==> config.mk <==
export PLATFORM = sky130hd
export DESIGN_NAME = pipe_stage_chain
export DESIGN_NICKNAME = d
export VERILOG_FILES = /design/src/rtl/pipe_stage_chain.sv
export SDC_FILE = /design/constraint.sdc
export NUM_CORES = 1
export LEC_CHECK = 0
export BUFFER_PORTS_ARGS = -buffer_cell sky130_fd_sc_hd__buf_2
export CAP_MARGIN = 10
export CORE_AREA = 2 2 87 47
export CTS_CLUSTER_SIZE = 16
export DETAILED_ROUTE_END_ITERATION = 7
export DIE_AREA = 0 0 89 49
export HOLD_SLACK_MARGIN = 0.06
export MAX_ROUTING_LAYER = met4
export PLACE_DENSITY = 0.77
export SYNTH_ARGS = -nofsm -noshare
export SYNTH_HDL_FRONTEND = slang
export SYNTH_SLANG_ARGS = --single-unit
==> constraint.sdc <==
create_clock -name clk_i -period 2.3 [get_ports clk_i]
set_clock_uncertainty 0.1 [all_clocks]
set_input_delay 0.23 -clock clk_i [delete_from_list [all_inputs] [get_ports clk_i]]
set_output_delay 0.23 -clock clk_i [all_outputs]
set_load 0.05 [all_outputs]
==> src/rtl/pipe_stage_chain.sv <==
`timescale 1ns/1ps
`default_nettype none
// +----------------------------------------------------------------------------+
// | Module      : pipe_stage_chain                                             |
// | Description : Parametrised multi-stage pipeline register carrying a        |
// |               payload bus and a control bus through STAGES registers.      |
// |               Each stage has its own valid bit and supports global         |
// |               stall, flush and optional bubble collapse under stall.       |
// |               Optional feature macro: PIPE_STAGE_CHAIN_STALL_CNT_EN        |
// |               (adds the 16-bit saturating stall_cnt_o output).             |
// | Revision    : 1.0 - initial release                                        |
// +----------------------------------------------------------------------------+
module pipe_stage_chain #(
    parameter int PAYLOAD_W = 32,
    parameter int CTRL_W    = 4,
    parameter int STAGES    = 1,
    parameter int COLLAPSE  = 0
) (
    input  logic                 clk_i,
    input  logic                 rst_i,
    input  logic                 valid_i,
    input  logic [PAYLOAD_W-1:0] payload_i,
    input  logic [CTRL_W-1:0]    ctrl_i,
    input  logic                 stall_i,
    input  logic                 flush_i,
    output logic                 ready_o,
    output logic                 valid_o,
    output logic [PAYLOAD_W-1:0] payload_o,
`ifdef PIPE_STAGE_CHAIN_STALL_CNT_EN
    output logic [CTRL_W-1:0]    ctrl_o,
    output logic [15:0]          stall_cnt_o
`else
    output logic [CTRL_W-1:0]    ctrl_o
`endif
);

    localparam bit c_collapse = (COLLAPSE != 0);

    // Reject illegal depths while the design is being elaborated.
    generate
        if (STAGES < 1 || STAGES > 4) begin : g_bad_stages
            $error("pipe_stage_chain: STAGES must be in 1..4, got %0d", STAGES);
        end
    endgenerate

    // Per-stage state, gathered into flat views so neighbours can see each other.
    logic [STAGES-1:0]    w_valid;
    logic [PAYLOAD_W-1:0] w_payload [STAGES];
    logic [CTRL_W-1:0]    w_ctrl    [STAGES];
    logic [STAGES-1:0]    w_mv;

    // Move enables, resolved from the output stage back towards the input so
    // that a stage only advances when the slot it moves into is being vacated
    // or is empty (collapse mode).
    always_comb begin : p_move
        logic w_chain;
        w_mv               = '0;
        w_chain            = ~stall_i;
        w_mv[STAGES-1]     = w_chain;
        for (int k = STAGES - 2; k >= 0; k--) begin
            w_chain = ~stall_i | (c_collapse & (~w_valid[k] | w_chain));
            w_mv[k] = w_chain;
        end
    end

    generate
        for (genvar k = 0; k < STAGES; k++) begin : g_stage
            logic                 w_in_valid;
            logic [PAYLOAD_W-1:0] w_in_payload;
            logic [CTRL_W-1:0]    w_in_ctrl;
            logic                 r_valid;
            logic [PAYLOAD_W-1:0] r_payload;
            logic [CTRL_W-1:0]    r_ctrl;

            if (k == 0) begin : g_head
                // A bubble entering the chain never carries live control bits.
                assign w_in_valid   = valid_i;
                assign w_in_payload = payload_i;
                assign w_in_ctrl    = valid_i ? ctrl_i : '0;
            end else begin : g_body
                assign w_in_valid   = w_valid[k-1];
                assign w_in_payload = w_payload[k-1];
                assign w_in_ctrl    = w_ctrl[k-1];
            end

            // Stage register: reset clears everything, flush kills valid and
            // control but leaves the payload untouched, otherwise load on move.
            always_ff @(posedge clk_i) begin
                if (rst_i) begin
                    r_valid   <= 1'b0;
                    r_payload <= '0;
                    r_ctrl    <= '0;
                end else if (flush_i) begin
                    r_valid   <= 1'b0;
                    r_ctrl    <= '0;
                end else if (w_mv[k]) begin
                    r_valid   <= w_in_valid;
                    r_payload <= w_in_payload;
                    r_ctrl    <= w_in_ctrl;
                end
            end

            assign w_valid[k]   = r_valid;
            assign w_payload[k] = r_payload;
            assign w_ctrl[k]    = r_ctrl;
        end
    endgenerate

    assign ready_o   = w_mv[0] & ~flush_i;
    assign valid_o   = w_valid[STAGES-1];
    assign payload_o = w_payload[STAGES-1];
    assign ctrl_o    = w_valid[STAGES-1] ? w_ctrl[STAGES-1] : '0;

`ifdef PIPE_STAGE_CHAIN_STALL_CNT_EN
    logic [15:0] r_stall_cnt;

    // Count cycles in which a live result is held at the output by a stall.
    always_ff @(posedge clk_i) begin
        if (rst_i) begin
            r_stall_cnt <= '0;
        end else if (stall_i && valid_o && !flush_i && (r_stall_cnt != 16'hFFFF)) begin
            r_stall_cnt <= r_stall_cnt + 16'd1;
        end
    end

    assign stall_cnt_o = r_stall_cnt;
`endif

endmodule
`default_nettype wire

# ---- After elaboration in Yosys (flattened, before gate mapping)
# Index checks and enable logic that the tools add are counted.
dict set report word_totals {
  ff_bits 37
  inputBits 41
  out_inout_bits 38
  wordCells 10
}
dict set report classes {
  mux 2
  n_bitwise 3
  n_reduce_logical 2
}
# operator n
set op_table {}
lappend op_table {{2-to-1 mux 4 bit} 2}
lappend op_table {{NOT 1 bit} 2}
lappend op_table {{AND reduction 2 bit} 1}
lappend op_table {{OR reduction 2 bit} 1}
lappend op_table {{bitwise AND 1 bit} 1}

# ---- Longest topological paths before layout
# Gate-level depths: netlist of run 1.
dict set report logic_depth {
  ltp_word 2
  mapped_depth 4
  mapped_depth_nobuf 2
}

# ---- Least setup slack after synthesis of run 1
# No wires, ideal clock.
dict set report synth_timing {
  path_type {in2out}
  startpoint {input stall_i}
  endpoint {output ready_o}
  arrival_ns 1.200
  required_time_ns 1.970
  path_slack_ns 0.770
  path_stages 3
  path_buffers 2
  cell_sequence {buf_2 > buf_2 > nor2_1}
}
dict set report synth_via {
  elab_chain_len 2
}
# element line_no
set synth_rtl {}
lappend synth_rtl {{start, declared} 24} ;# input logic stall_i,
lappend synth_rtl {{NOT 1 bit (no source line)} --}
lappend synth_rtl {{bitwise AND 1 bit} 109} ;# assign ready_o = w_mv[0] & ~flush_i;
lappend synth_rtl {{end, declared} 26} ;# output logic ready_o,
# No other way between the ends.

# ---- Worst setup path after layout of run 1
# Ends and elaborated chain as after synthesis.

==> flow_metrics.py, run 1 <==
metrics = {
    "min_path": {
        "holdPathEnd": "g_stage[0].r_ctrl[3]$_SDFFE_PP0N_",
        "min_path_type": "input port to flip-flop",
        "hp-start": "ctrl_i[3]",
        "whs_path_depth": 3,
    },
    "final_layout": {
        "antennaDiodeCount": 0,
        "design_area_um2": 2029,
        "layout-drive-gt1-share_pct": 36.36,
        "area_growth_syn_to_layout_pct": 29.45,
        "instances_no_fill": 296,
        "fin_util_pct": 55.10,
        "layout_common_cells": "buf_2, dfxtp_1, a21oi_1, or3b_1, o21ai_0",
        "nNetsFinal": 283,
        "final_common_cell": "buf_2",
    },
    "yosys": {
        "syn_nets": 213,
        "yosysWarnings": 0,
        "ys_ff_latch": 37,
        "yosysSeqAreaShare_pct": 47.25,
        "synthDistinctLibCells": 14,
        "synth.cell_area_um2": 1568,
        "syn_inst": 172,
        "syn_area_per_cell_um2": 9.115,
    },
    "clocking": {
        "clock_latency_ps": 280,
        "cts_setup_buffers": 0,
        "clk_path_buf_depth": 2,
        "cts_buffers": 5,
        "root_buffer": "clkbuf_8",
        "postCtsHoldBufs": 0,
        "clk_pin_slew_ps": 70,
        "cts_htree_levels": 2,
        "cts_resized": 0,
        "clock_sinks": 37,
        "cts_tree": "yes",
    },
    "global_routing": {
        "antenna_found_initial": 0,
        "grt-ovfl-total": 0,
        "grt_pass1_wl_mm": 5.664,
        "grt_max_degree": 60,
        "grt_usage_pct": 17.10,
        "grt_pass1_vias": 1317,
    },
    "critical_path": {
        "ff2ff_setup_slack_ps": 1540,
        "rr_startpoint": "payload_o[2]$_SDFFE_PP0P_",
        "crit_type": "input port to primary output",
        "ff2ff_path_depth": 2,
        "timing.rr.end": "payload_o[2]$_SDFFE_PP0P_",
        "worst_setup_path_start_kind": "input port",
        "crit_arrival_ps": 1170,
        "crit_path_end_kind": "primary output",
        "path_max_fanout": 59,
        "critPathRequiredTime_ps": 1970,
    },
    "routing": {
        "vias": 1457,
        "drcViolationCount": 0,
        "drt_pass1_iterations": 4,
        "initialDrtViolationCount": 33,
        "wire_per_inst_um": 11.70,
        "avgViaCountPerCell": 4.922,
        "ant_nets": 0,
        "totalWireLength_mm": 3.463,
    },
    "floorplan": {
        "start_util_pct": 42.56,
        "rows": 16,
        "die_height_um": 49,
        "dieArea_um2": 4361,
        "ios": 79,
        "core_area_um2": 3684,
        "die_x_um": 89,
    },
    "placed_design": {
        "pre_cts_ws_ps": 672.5,
        "dp_cells": 289,
        "gp_congestion": 0.7901,
        "io_buffers": 78,
        "placed_area_um2": 1943,
        "dp_hpwl_mm": 2.369,
    },
    "job": {
        "maxCapViolations": 0,
    },
    "timing": {
        "slew-limit-headroom_pct": 47.90,
        "holdWs_ps": 120.6,
        "tightest_slew_ps": 781.5,
        "post-route-min-period_ps": 1502,
        "timing.setup.tns_ps": 0,
        "fmax_ghz": 0.6659,
        "min_period_over_period_pct": 65.29,
        "rsz0062_at_grt": "no",
        "setup_violations": 0,
        "post-route-worst-setup-slack_ps": 798.3,
        "maxSlewViolCount": 0,
        "hold_violations": 0,
    },
    "pwr": {
        "ir_worst_vdd_uv": 300.1,
        "leakagePower_nw": 0.9043,
        "powerDensity_nw_per_um2": 672.8,
        "finalPower_mw": 1.366,
    },
    "status": {
        "status": "completed",
    },
}
## Yosys cell counts
master	count	area share, %
and2_1	4	1.6
o21ai_0	24	7.7
nand3b_1	4	1.9
buf_2	3	0.96
a21oi_1	36	11
or2_1	1	0.40
nor2_1	2	0.48
or3b_1	32	18
mux2i_1	1	0.64
buf_6	5	3.6
dfxtp_1	37	47
clkbuf_1	11	2.6
nand2_1	4	0.96
o21ai_1	8	2.6
## power by group
group / internal [mW] / leakage, nW / total, mW / switching [mW]
clock: 0.237 / 0.0443 / 0.440 / 0.202
sequential: 0.668 / 0.302 / 0.681 / 0.0126
combinational: 0.0769 / 0.558 / 0.245 / 0.168
## how the worst max path moves through the flow
stage	start	end	slack (ps)	cells past startpoint
CTS	stall_i	ready_o	780	3
finish	stall_i	ready_o	800	3
global placement	stall_i	valid_o$_SDFFE_PP0N_	700	4
detailed placement	stall_i	valid_o$_SDFFE_PP0N_	670	4
global route	stall_i	ready_o	650	3
floorplan	stall_i	ready_o	770	3
## registers in the layout, summed over array words and instances (netlist names)
signal / flops
valid_o: 1
payload_o: 32
g_stage.r_ctrl: 4
## worst max-delay path, cell delays in order
cell    delay (ps)
buf_2          600
nor2_1         100
buf_2          240
## logic make-up after synthesis
logic type      count (synthesis)  share of synthesized area, %
mux                             1                        0.6385
buf+inv                        19                         7.182
flops                          37                         47.25
compound gates                 68                         21.71
simple gates                   47                         23.22
## routing by layer
layer | GRT usage, % | share of wire, % | vias up
met1 | 22.96 | 51 | 650
met2 | 24.13 | 41 | 52
li1 | - | - | 750
met4 | 5.224 | 0.90 | 0
met5 | - | 0 | -
met3 | 6.091 | 7.4 | 5
## cell type report
class                   instances  area, um2
clock buffers                   7      86.33
fillers                       394       1654
multi-input cells             116      714.4
flip-flops and latches         37      740.7
well taps                      54      67.56
repair buffers                 82      420.4
No activity file was read; power rests on OpenSTA's default activity.
==> inputs of run 2 (changes only) <==
--- a/config.mk
+++ b/config.mk
@@ -5,6 +5,7 @@
 export SDC_FILE = /design/constraint.sdc
 export NUM_CORES = 1
 export LEC_CHECK = 0
+export ABC_AREA = 1
 export BUFFER_PORTS_ARGS = -buffer_cell sky130_fd_sc_hd__buf_2
 export CAP_MARGIN = 10
 export CORE_AREA = 2 2 87 47
@@ -13,7 +14,7 @@
 export DIE_AREA = 0 0 89 49
 export HOLD_SLACK_MARGIN = 0.06
 export MAX_ROUTING_LAYER = met4
-export PLACE_DENSITY = 0.77
+export PLACE_DENSITY = 0.76
 export SYNTH_ARGS = -nofsm -noshare
 export SYNTH_HDL_FRONTEND = slang
 export SYNTH_SLANG_ARGS = --single-unit
==> constraint.sdc (replaced) <==
create_clock -name clk_i -period 1.5 [get_ports clk_i]
set_clock_uncertainty 0.1 [all_clocks]
set_input_delay 0.15 -clock clk_i [delete_from_list [all_inputs] [get_ports clk_i]]
set_output_delay 0.15 -clock clk_i [all_outputs]
set_load 0.05 [all_outputs]
==> flow_metrics.py, run 2 <==
metrics = {
    "status": {
        "status": "completed",
    },
    "critical_path": {
        "timing.rr.end": "valid_o$_SDFFE_PP0N_",
        "slowest_delay_ps": 420,
        "rr_startpoint": "valid_o$_SDFFE_PP0N_",
        "path_cells": "nand2_1 > inv_1 > buf_2",
        "path_max_fanout": 6,
        "worst_setup_path_start_kind": "flip-flop",
        "crit_arrival_ps": 1090,
        "ff2ff_path_depth": 2,
        "crit_type": "flip-flop to primary output",
        "path_depth": 3,
        "crit_path_end_kind": "primary output",
        "critPathRequiredTime_ps": 1250,
        "ff2ff_setup_slack_ps": 680,
        "critPathTopFamily": "flip-flops",
        "worst_path_max_delay_cell": "dfxtp_1",
        "worst-path-buf-inv": 2,
    },
    "clocking": {
        "cts_setup_buffers": 0,
        "postCtsHoldBufs": 21,
        "root_buffer": "clkbuf_8",
        "clk_pin_slew_ps": 70,
        "cts_htree_levels": 2,
        "clock_sinks": 37,
        "cts_buffers": 5,
        "cts_resized": 0,
        "cts_tree": "yes",
        "clock_latency_ps": 280,
        "clk_path_buf_depth": 2,
    },
    "final_layout": {
        "area_growth_syn_to_layout_pct": 46.41,
        "layout_common_cells": "buf_2, nand2_1, nor2_1, inv_1, dfxtp_1",
        "antennaDiodeCount": 0,
        "largest_reg_flops": 32,
        "design_area_um2": 2242,
        "layout-drive-gt1-share_pct": 26.73,
        "final_common_cell": "buf_2",
        "nNetsFinal": 373,
        "regArea_um2": 740.7,
        "multi_input_area_um2": 580.6,
        "fillers": 369,
    },
    "pwr": {
        "leakagePower_nw": 1.306,
        "p_seq_share_pct": 47.6,
        "p_int_mw": 1.539,
        "p_sw_share_pct": 31.70,
        "ir_worst_vdd_uv": 505.5,
        "p_switching_mw": 0.7140,
        "power_frac_comb_pct": 23.7,
        "finalPower_mw": 2.253,
        "clkPwrFrac_pct": 28.6,
        "powerDensity_nw_per_um2": 1005,
    },
    "yosys": {
        "synthFlopType": "dfxtp_1",
        "syn_nets": 275,
        "ys_top_cells_by_area": "dfxtp_1, nand2_1, nor2_1",
        "syn_inst": 234,
        "yosysWarnings": 0,
        "synth_compound_area_share_pct": 1.634,
        "synth_xor_area_share_pct": 0,
        "yosys.area_share.simple_pct": 35.95,
        "synthMuxAreaShare_pct": 0,
        "synth-edff-count": 0,
        "synth.cell_area_um2": 1531,
        "synth_top_cell_by_area": "dfxtp_1",
        "yosysMostFrequentCell": "nand2_1",
        "synthDistinctLibCells": 12,
        "yosysSeqAreaShare_pct": 48.37,
        "yosysTopAreaCellShare_pct": 48.37,
        "synth_fa_ha_area_share_pct": 0,
        "synth-async-reset-ratio_pct": 0,
        "ys_top_cells_by_count": "nand2_1, nor2_1, inv_1",
        "synth_top_family_by_area": "simple AND/OR/NAND/NOR gates",
        "ys_ff_latch": 37,
        "syn_area_per_cell_um2": 6.545,
    },
    "timing": {
        "timing.setup.tns_ps": 0,
        "post-route-min-period_ps": 1340,
        "slew-limit-headroom_pct": 78.27,
        "tightest_slew_ps": 326.0,
        "fmax_ghz": 0.7463,
        "hold_violations": 0,
        "rsz0062_at_grt": "no",
        "min_period_over_period_pct": 89.33,
        "setup_violations": 0,
        "maxSlewViolCount": 0,
    },
    "floorplan": {
        "start_util_pct": 41.58,
        "ios": 79,
        "rows": 16,
        "core_area_um2": 3684,
        "dieArea_um2": 4361,
        "die_x_um": 89,
        "die_height_um": 49,
    },
    "min_path": {
        "min_path_type": "input port to flip-flop",
        "whs_path_depth": 5,
        "holdPathEnd": "payload_o[28]$_SDFFE_PP0P_",
        "hp-start": "payload_i[28]",
    },
    "placed_design": {
        "dp_hpwl_mm": 2.417,
        "placed_area_um2": 1949,
        "gp_congestion": 0.7893,
        "io_buffers": 78,
    },
    "routing": {
        "drt_pass1_iterations": 6,
        "initialDrtViolationCount": 39,
        "ant_nets": 0,
        "drcViolationCount": 0,
        "avgViaCountPerCell": 4.096,
        "vias": 1585,
        "totalWireLength_mm": 3.679,
        "wire_per_inst_um": 9.506,
    },
    "global_routing": {
        "grt_pass1_wl_mm": 5.837,
        "grt-ovfl-total": 0,
        "grt_pass1_vias": 1414,
        "grt_usage_pct": 17.94,
        "antenna_found_initial": 0,
        "grt_max_degree": 56,
    },
    "job": {
        "maxCapViolations": 0,
    },
}
[run 2: cell count changes after synthesis, moves of 8 or more]
cell	before	now
inv_1	0	38
clkbuf_1	11	3
o21ai_0	24	0
o21ai_1	8	0
nand2_1	4	74
a21oi_1	36	5
or3b_1	32	0
nor2_1	2	64
[run 2: layout make-up]
type                    count  area share [%]
clock buffers               6           3.237
clock inverters             2          0.4464
inverters                  38           6.362
multi-input cells         149           25.89
flip-flops and latches     37           33.04
well taps                  54           3.013
repair buffers            101           28.01
[run 2: per-stage QoR]
step	cells	setup WS, ps	util (%)	hold WS (ps)
6_report	387	160.1	60.87	68.00
2_1_floorplan	234	151.5	-	189.2
4_1_cts	387	148.5	60.87	60.03
5_1_grt	387	57.16	60.87	73.24
3_5_place_dp	358	241.7	52.92	335.7
3_3_place_gp	358	274.8	52.92	337.7
[run 2: power groups by stage]
stage | registers, mW | clock network (mW) | logic (mW)
2_1_floorplan | 1.29 | 0 | 0.160
3_3_place_gp | 1.09 | 0 | 0.484
3_5_place_dp | 1.10 | 0 | 0.492
4_1_cts | 1.07 | 0.677 | 0.534
5_1_grt | 1.08 | 0.730 | 0.580
6_report | 1.07 | 0.645 | 0.535
[run 2: tightest hold or removal path: stages]
cell and delay, ps:
buf_2 90, inv_1 40, nand2_1 40, nand2_1 50, nor2_1 30
[run 2: cell families (layout without fill, tap and decap cells)]
kind of cell	count (synthesis)	after routing
AOI/OAI and AO/OA	5	5
DFF	37	37
buffers and inverters	48	147
and+or+nand+nor	144	144
[run 2: how the worst max path moves through the flow]
stage	start	slack (ps)	end
finish	valid_o$_SDFFE_PP0N_	160	ctrl_o[0]
global route	valid_o$_SDFFE_PP0N_	60	ctrl_o[0]
CTS	valid_o$_SDFFE_PP0N_	150	ctrl_o[1]
detailed placement	stall_i	240	payload_o[0]$_SDFFE_PP0P_
global placement	stall_i	270	payload_o[9]$_SDFFE_PP0P_
floorplan	valid_o$_SDFFE_PP0N_	150	ctrl_o[3]
[run 2: per-layer routing]
metal | GRT usage (%) | wire, um | up-vias
li1 | - | - | 862
met1 | 20.21 | 1731 | 656
met2 | 30.10 | 1602 | 61
met3 | 5.415 | 299 | 6
met4 | 6.716 | 45 | 0
met5 | - | 0 | -
==> inputs of run 3 (changes only) <==
--- a/config.mk
+++ b/config.mk
@@ -5,7 +5,6 @@
 export SDC_FILE = /design/constraint.sdc
 export NUM_CORES = 1
 export LEC_CHECK = 0
-export ABC_AREA = 1
 export BUFFER_PORTS_ARGS = -buffer_cell sky130_fd_sc_hd__buf_2
 export CAP_MARGIN = 10
 export CORE_AREA = 2 2 87 47
@@ -14,7 +13,7 @@
 export DIE_AREA = 0 0 89 49
 export HOLD_SLACK_MARGIN = 0.06
 export MAX_ROUTING_LAYER = met4
-export PLACE_DENSITY = 0.76
+export PLACE_DENSITY = 0.74
 export SYNTH_ARGS = -nofsm -noshare
 export SYNTH_HDL_FRONTEND = slang
 export SYNTH_SLANG_ARGS = --single-unit
==> flow_metrics.py, run 3 (same netlist as run 1, synthesis figures left out) <==
metrics = {
    "status": {
        "status": "completed",
    },
    "clocking": {
        "clk_pin_slew_ps": 70,
        "cts_tree": "yes",
        "cts_htree_levels": 2,
        "clk_path_buf_depth": 2,
        "cts_buffers": 5,
        "clock_sinks": 37,
        "clock_latency_ps": 270,
        "root_buffer": "clkbuf_8",
    },
    "floorplan": {
        "rows": 16,
        "die_x_um": 89,
        "die_height_um": 49,
        "start_util_pct": 42.56,
        "ios": 79,
        "core_area_um2": 3684,
        "dieArea_um2": 4361,
    },
    "final_layout": {
        "final_common_cell": "buf_2",
        "area_growth_syn_to_layout_pct": 31.60,
        "nNetsFinal": 285,
        "fillers": 383,
        "layout_common_cells": "buf_2, dfxtp_1, a21oi_1, or3b_1, o21ai_0",
        "layout-drive-gt1-share_pct": 34.69,
        "antennaDiodeCount": 0,
        "regArea_um2": 740.7,
        "multi_input_area_um2": 714.4,
        "design_area_um2": 2063,
        "largest_reg_flops": 32,
    },
    "timing": {
        "slew-limit-headroom_pct": 62.61,
        "setup_violations": 0,
        "rsz0062_at_grt": "no",
        "min_period_over_period_pct": 89.62,
        "post-route-min-period_ps": 1344,
        "maxSlewViolCount": 0,
        "timing.setup.tns_ps": 0,
        "hold_violations": 0,
        "tightest_slew_ps": 560.9,
        "fmax_ghz": 0.7439,
    },
    "min_path": {
        "min_path_type": "input port to flip-flop",
        "whs_path_depth": 3,
        "holdPathEnd": "valid_o$_SDFFE_PP0N_",
        "hp-start": "valid_i",
    },
    "pwr": {
        "leakagePower_nw": 0.9118,
        "ir_worst_vdd_uv": 551.9,
        "powerDensity_nw_per_um2": 1007,
    },
    "critical_path": {
        "ff2ff_path_depth": 2,
        "slowest_delay_ps": 400,
        "critPathRequiredTime_ps": 1250,
        "worst_path_max_delay_cell": "dfxtp_1",
        "crit_arrival_ps": 1090,
        "rr_startpoint": "payload_o[9]$_SDFFE_PP0P_",
        "critPathTopFamily": "flip-flops",
        "path_max_fanout": 6,
        "worst-path-buf-inv": 1,
        "crit_path_end_kind": "primary output",
        "worst_setup_path_start_kind": "flip-flop",
        "timing.rr.end": "payload_o[9]$_SDFFE_PP0P_",
        "path_cells": "and2_1 > buf_2",
        "crit_type": "flip-flop to primary output",
        "ff2ff_setup_slack_ps": 740,
    },
    "job": {
        "maxCapViolations": 0,
    },
    "placed_design": {
        "io_buffers": 78,
        "placed_area_um2": 1941,
        "gp_congestion": 0.7063,
        "dp_hpwl_mm": 2.276,
    },
    "global_routing": {
        "grt_usage_pct": 17.41,
        "antenna_found_initial": 0,
        "grt_max_degree": 75,
        "grt-ovfl-total": 0,
        "grt_pass1_wl_mm": 5.727,
        "grt_pass1_vias": 1241,
    },
    "routing": {
        "drt_pass1_iterations": 4,
        "drcViolationCount": 0,
        "avgViaCountPerCell": 4.833,
        "vias": 1445,
        "wire_per_inst_um": 12.08,
        "initialDrtViolationCount": 33,
        "ant_nets": 0,
        "totalWireLength_mm": 3.613,
    },
}
==> run 3: how the worst max path moves through the flow <==
stage / endpoint / start / cells after the start
final: ctrl_o[2] / valid_o$_SDFFE_PP0N_ / 2
after global routing: ctrl_o[2] / valid_o$_SDFFE_PP0N_ / 2
after CTS: ready_o / flush_i / 3
after detailed placement: valid_o$_SDFFE_PP0N_ / flush_i / 3
after global placement: valid_o$_SDFFE_PP0N_ / flush_i / 3
after floorplan: ctrl_o[0] / valid_o$_SDFFE_PP0N_ / 1
==> run 3: worst min-delay path: stages <==
cell and delay (ps):
buf_2 130, mux2i_1 80, nor2_1 70
==> run 3: final cells by class <==
type / instances / share of cell area, %
clock buffer: 8 / 3.881
multi-input combinational: 116 / 34.63
sequential: 37 / 35.90
tap: 54 / 3.275
timing repair buffer: 84 / 22.32
==> run 3: routing by layer <==
layer / track usage [%] / part of all wire, % / up-vias / routed length [um]
met2: 25.00 / 40 / 58 / 1463
met4: 4.975 / 0.69 / 0 / 25
met1: 22.85 / 49 / 622 / 1766
li1: - / - / 760 / -
met3: 6.768 / 9.9 / 5 / 356
met5: - / 0 / - / 0
==> run 3: what timing repair did <==
| action | CTS | global route |
|---|---|---|
| setup endpoints to repair | 0 | 1 |
| gates resized for setup | 0 | 1 |
| hold buffers | 4 | 0 |
| hold endpoints to repair | 4 | 0 |
| buffers inserted | 0 | 0 |
==> run 3: per-stage QoR <==
step	setup WS (ps)	cells	hold WS (ps)	power, mW	util, %
2_1_floorplan	88.57	172	193.9	1.342	-
3_3_place_gp	102.8	287	332.2	1.439	52.68
3_5_place_dp	78.37	287	331.3	1.443	52.68
4_1_cts	100.7	299	71.46	2.095	55.94
5_1_grt	76.49	299	90.79	2.171	56.01
6_report	155.8	299	77.52	2.078	56.01
==> run 3: where the power goes <==
group	leakage (nW)	switching, mW	total (mW)	internal (mW)
Clock	0.0395	0.319	0.649	0.330
Sequential	0.302	0.0190	1.04	1.02
Combinational	0.570	0.260	0.385	0.126
